==> src/rtl/ser_tx.sv <==
// rtl/ser_tx.sv - start/data/stop serial transmitter with per-data-bit strobe
// Frame is start(0), N data bits LSB first, stop(1); each bit lasts DIV clocks.

module ser_tx #(
  parameter int N   = 8,
  parameter int DIV = 4
) (
  input  logic         clk,
  input  logic         r,
  input  logic         start,
  input  logic [N-1:0] data,
  output logic         sd,
  output logic         sen,
  output logic         busy,
  output logic         done
);

  localparam int CW = (DIV > 1) ? $clog2(DIV) : 1;
  localparam int IW = (N > 1) ? $clog2(N) : 1;
  localparam logic [CW-1:0] CNT_MAX = CW'(DIV - 1);
  localparam logic [IW-1:0] IDX_MAX = IW'(N - 1);

  typedef enum logic [1:0] {
    IDLE  = 2'd0,
    START = 2'd1,
    DATA  = 2'd2,
    STOP  = 2'd3
  } state_t;

  state_t         state_q;
  logic [CW-1:0]  cnt_q;
  logic [IW-1:0]  idx_q;
  logic [N-1:0]   sh_q;
  logic           done_q;

  logic           bit_end;
  assign bit_end = (cnt_q == CNT_MAX);

  always_ff @(posedge clk) begin
    if (r) begin
      state_q <= IDLE;
      cnt_q   <= '0;
      idx_q   <= '0;
      sh_q    <= '0;
      done_q  <= 1'b0;
    end else begin
      done_q <= 1'b0;
      case (state_q)
        IDLE: begin
          if (start) begin
            sh_q    <= data;
            cnt_q   <= '0;
            idx_q   <= '0;
            state_q <= START;
          end
        end
        START: begin
          if (bit_end) begin
            cnt_q   <= '0;
            state_q <= DATA;
          end else begin
            cnt_q <= cnt_q + 1'b1;
          end
        end
        DATA: begin
          if (bit_end) begin
            sh_q  <= sh_q >> 1;
            cnt_q <= '0;
            if (idx_q == IDX_MAX) begin
              state_q <= STOP;
            end else begin
              idx_q <= idx_q + 1'b1;
            end
          end else begin
            cnt_q <= cnt_q + 1'b1;
          end
        end
        STOP: begin
          if (bit_end) begin
            cnt_q   <= '0;
            state_q <= IDLE;
            done_q  <= 1'b1;
          end else begin
            cnt_q <= cnt_q + 1'b1;
          end
        end
        default: state_q <= IDLE;
      endcase
    end
  end

  // Strobe sits in the last cycle of a data bit so sd has been stable for DIV-1 cycles.
  assign sd   = (state_q == START) ? 1'b0 : (state_q == DATA) ? sh_q[0] : 1'b1;
  assign sen  = (state_q == DATA) && bit_end;
  assign busy = (state_q != IDLE);
  assign done = done_q;

endmodule
==> config.mk <==
export PLATFORM = sky130hd
export DESIGN_NAME = ser_tx
export DESIGN_NICKNAME = d
export VERILOG_FILES = /design/src/rtl/ser_tx.sv
export SDC_FILE = /design/constraint.sdc
export NUM_CORES = 1
export LEC_CHECK = 0
export CAP_MARGIN = 0
export CORE_MARGIN = 3
export CORE_UTILIZATION = 46
export DETAILED_ROUTE_END_ITERATION = 16
export GPL_TIMING_DRIVEN = 0
export HOLD_SLACK_MARGIN = 0.02
export MAX_ROUTING_LAYER = met4
export PLACE_DENSITY = 0.73
export SYNTH_ARGS = -nofsm -noshare
export SYNTH_HDL_FRONTEND = slang
export SYNTH_SLANG_ARGS = --single-unit
==> constraint.sdc <==
create_clock -name clk -period 1.76 [get_ports clk]
set_input_delay 0.44 -clock clk [delete_from_list [all_inputs] [get_ports clk]]
set_output_delay 0.44 -clock clk [all_outputs]
set_load 0.005 [all_outputs]
Word-level counts from Yosys, hierarchy flattened --
Index checks and enable logic that the tools add are counted. W data, S select, Z words.
Cells by class: reduce and logical (&&, ||, !) cells 9, muxes and demuxes 19, bitwise gates (word level) 1, add/sub/neg operators 2, eq/ne operators 11
Operator list (count):
- $mux W8 | 2
- $pmux W8 S2 | 1
- $mux W2 | 7
- $ne A2 B2 Y1 const B | 6
- $mux W3 | 3
- $pmux W2 S4 | 1
- $eq A2 B2 Y1 const B | 3
- $pmux W3 S2 | 1
- $reduce_and A5 Y1 | 1
- $pmux W2 S2 | 1
- $reduce_and A4 Y1 | 1
- $reduce_bool A2 Y1 | 2
- $add A3 B1 Y3 const B | 1
- $eq A3 B3 Y1 const B | 1
- $mux W1 | 3
- $reduce_and A3 Y1 | 1
- $reduce_or A3 Y1 | 1
- $add A2 B1 Y2 const B | 1
- $eq A2 B1 Y1 const B | 1
- $logic_not A2 Y1 | 1
- $reduce_or A2 Y1 | 1
- $logic_and A1 B1 Y1 | 1
- $not A1 Y1 | 1
Word-level totals: output and inout port bits 4, bits in registers 16, word-level logic and storage cells 47

Longest topological paths before layout --
word-level depth 4, gate-level depth with buffers 6

Worst setup path before layout --
Ideal clock, no wire load.
path type reg2reg, start register state_q[0], end register state_q[0], stages on the path, launching flop included 6, arrival time 1.559 ns, library setup time 0.086 ns, required time 1.674 ns, clock period less this slack 1.644 ns, setup slack 0.116 ns, cells stage by stage dfxtp_1 > inv_1 > ha_1 > or3_1 > a211o_1 > a211oi_1
On the way: longest elaborated chain between the ends 3, elaborated cells on any way between the ends 11, those cells by class eq/ne (8); mux (1); reduce/logical (2)
RTL lines:
- start, declared | line 30 | state_t state_q;
- start signal, assigned | line 41 | state_q <= IDLE;
- start signal, assigned | line 54 | state_q <= START;
- start signal, assigned | line 60 | state_q <= DATA;
- $eq A2 B2 Y1 (tied with other cells) | line 48 | case (state_q)
- $ne A2 B2 Y1 (no line)
- $reduce_and A5 Y1 (no line)
Parallel ways exist; a longest one is shown, timed or not. A chain may end at the register's enable or synchronous reset.

Worst setup path after layout --
Ends and elaborated chain as after synthesis.

==> run metrics <==
outcome finished, final reports clean; total power 0.00194 W; number of DRC violations after detailed routing 0; Final Critical Period 1.74 ns; Die Span Y 49.9 um; flip-flop and latch count after synthesis 16; cells along the critical path inv_4 -> buf_4 -> ha_4 -> or3_4 -> a211o_1 -> a211oi_2; top-level port count 15; clock root buffer sky130_fd_sc_hd__clkbuf_4; Worst Max-Slew Pin Slew 0.479 ns; class of the worst hold path register to register; met1 GRT Util 23.8%; CP startpoint kind register; CTS max path bufs 2; post-detailed-route via-to-cell ratio 5.63; Crit path arrival time 1.95 ns; mean post-synth cell area 9.24 um2; mapped cell area 887 um2; number of distinct standard cells referenced by the synthesized netlist 24; relative contribution of combinational cells to total power 57.5%; CTS buffer count 3; most used routing layer in global routing met2; part of the total power dissipated in sequential elements 29.8%; Clock Latency Late Sink 0.29 ns; detailed-routing iteration count for the pre-antenna-repair pass 4; Total GRT Usage 19.0%; effective utilization at floorplan 50.3%; maximum level of the CTS H-tree 1; Final period util 98.9%; global-route wire length before repair 3.59 mm; number of max-slew violations in the final report 0; overall die width 49.9 um; critical path start-end classification register to register; family with the most delay on the worst path compound AO/OA/AOI/OAI gates; multi-input combinational cell area 632 um2; Clk pin slew, worst setup/hold paths 0.10 ns; post-route insts no fill 145; Int Pwr 0.00117 W; nets 141; global placer's final weighted congestion 0.783; clock network fraction of design power 12.7%; number of port buffers 13; pin count of the biggest net entering global routing 11; post-placement cell count 134; via count of the first global-routing pass 779; static leakage power 0.464 nW; Pwr per Cell Area 1560 nW/um2; TritonCTS clock tree built; Switching Power 0.000776 W; global routing usage on met2 29.3%; most common cell after layout, fill and taps aside sky130_fd_sc_hd__a21oi_1; Diodes inserted 0; ratio of cells with drive above 1 in the final layout 26.7%; final hold vios 0; Max-Cap Viols 0; total core area 1760 um2; number of filler instances in the final layout 148; number of standard cells after synthesis 96; Post-DP HPWL 1.30 mm; CP max stage delay 0.39 ns; switching power share of the total 39.9%; combined flip-flop and latch cell area 328 um2; largest fanout on the critical path 5; global routing met3 resource utilization 3.32%; maximum ir drop on the vdd rail 0.819 mV; number of nets with antenna violations after routing 0; area of the die 2490 um2; initial antenna violation count 0; sequential-to-total area share from yosys stat 36.1%; iteration-0 DRC count of the detailed router 16; slowest library cell on the worst path sky130_fd_sc_hd__or3_4; number of warnings printed during yosys synthesis 0; top library cells by usage in the layout, fill and taps aside 13 x sky130_fd_sc_hd__a21oi_1, 12 x sky130_fd_sc_hd__dfxtp_1, 10 x sky130_fd_sc_hd__clkdlybuf4s50_1; max frequency 575 MHz; signed area change from the synthesized netlist to the final layout 40.1%; overflow left after global routing 0; Total Wirelength 2.16 mm; routed via count 817; Setup violations, final 0; Worst Hold Margin 0.480 ns; Sinks on Clock Net 16; nets in the synthesized netlist 116; row count 15; Worst setup EP type register; max-slew headroom at the worst pin 68.1%; wire per inst 14.9 um; Crit path buffers/inverters 2; worst clock skew 0.00998 ns; Crit path required time 1.97 ns
flip-flops by register name (all words and copies together), names as in the netlist:
| signal | cells |
|---|---|
| sh_q | 8 |
| state_q | 2 |
| done | 1 |
| idx_q | 3 |
| cnt_q | 2 |
power groups by stage:
stage | clock, W | sequential (W) | combinational (W)
3_5_place_dp | 0 | 0.000558 | 0.000795
5_1_grt | 0.000266 | 0.000590 | 0.00122
2_1_floorplan | 0 | 0.000541 | 0.000588
6_report | 0.000246 | 0.000579 | 0.00112
4_1_cts | 0.000248 | 0.000573 | 0.000976
3_3_place_gp | 0 | 0.000553 | 0.000780
worst reg2reg max path: cells and delay by family, from the launching register on:
family          cells  cell delay, ns
flops               1            0.36
buf+inv             2            0.20
simple gates        1            0.39
compound gates      2            0.54
fa+ha+maj           1            0.17
metrics by stage:
step           setup slack [ns]  cell area [um2]  setup TNS, ns  util, %
5_1_grt                 -0.0202             1240        -0.0245     70.4
6_report                 0.0196             1240              0     70.4
3_5_place_dp             -0.217             1050          -2.27     59.4
4_1_cts                  0.0117             1190              0     67.5
3_3_place_gp             -0.169             1050          -1.70     59.4
2_1_floorplan             0.116              887              0        -
kinds of logic (layout without fill, tap and decap cells):
family | Yosys count | in the layout | share of synthesized area [%]
fa+ha+maj | 9 | 9 | 12.7
mux | 10 | 10 | 11.4
buf+inv | 9 | 33 | 3.95
compound gates | 28 | 28 | 19.7
flops | 16 | 16 | 36.1
simple gates | 24 | 24 | 16.1
path summary, 6_finish.rpt:
path                            startpoint    endpoint  slack, ns  depth (start not counted)
worst max-delay path            state_q[0]  state_q[0]       0.02                          6
worst min-delay path              idx_q[1]    idx_q[1]       0.48                          2
worst max register to register  state_q[0]  state_q[0]       0.02                          6
worst min register to register    idx_q[1]    idx_q[1]       0.48                          2
synthesized netlist by cell type:
cell type                   count  area (um2)
sky130_fd_sc_hd__a21oi_1       14        70.1
sky130_fd_sc_hd__a211o_1        1        8.76
sky130_fd_sc_hd__nand2_1        5        18.8
sky130_fd_sc_hd__inv_1          5        18.8
sky130_fd_sc_hd__or4_1          4        30.0
sky130_fd_sc_hd__a2111oi_0      1        8.76
sky130_fd_sc_hd__and2_1         1        6.26
sky130_fd_sc_hd__nand2b_1       4        25.0
sky130_fd_sc_hd__mux2i_1        9        90.1
sky130_fd_sc_hd__or3b_2         1        8.76
sky130_fd_sc_hd__or3_1          1        6.26
sky130_fd_sc_hd__a211oi_1       8        60.1
sky130_fd_sc_hd__dfxtp_1       16         320
sky130_fd_sc_hd__clkbuf_1       2        7.51
sky130_fd_sc_hd__nor2_1         2        7.51
sky130_fd_sc_hd__buf_1          1        3.75
sky130_fd_sc_hd__and2_0         1        6.26
sky130_fd_sc_hd__o31ai_1        3        22.5
sky130_fd_sc_hd__nor2b_1        4        25.0
sky130_fd_sc_hd__o21ai_0        1        5.00
sky130_fd_sc_hd__mux2_2         1        11.3
sky130_fd_sc_hd__ha_1           9         113
sky130_fd_sc_hd__nand4b_1       1        8.76
sky130_fd_sc_hd__buf_2          1        5.00
cell type report:
cell class | count | area share, %
flip-flops and latches | 16 | 26.4
clock buffers | 4 | 2.92
inverters | 5 | 1.71
repair buffers | 20 | 14.1
multi-input cells | 71 | 50.9
well taps | 25 | 2.52
plain buffers | 4 | 1.51
metal layers:
layer	vias up	wire [um]
li1	399	-
met1	389	952
met2	19	1050
met3	10	64
met4	0	89
met5	-	0
what timing repair did:
item,4_1_cts,5_1_grt
pin swaps,2,5
setup endpoints to repair,14,11
resized for setup,26,9
hold buffers,0,0
buffers inserted,6,1
Note: power is estimated with default switching activity, not from simulation.
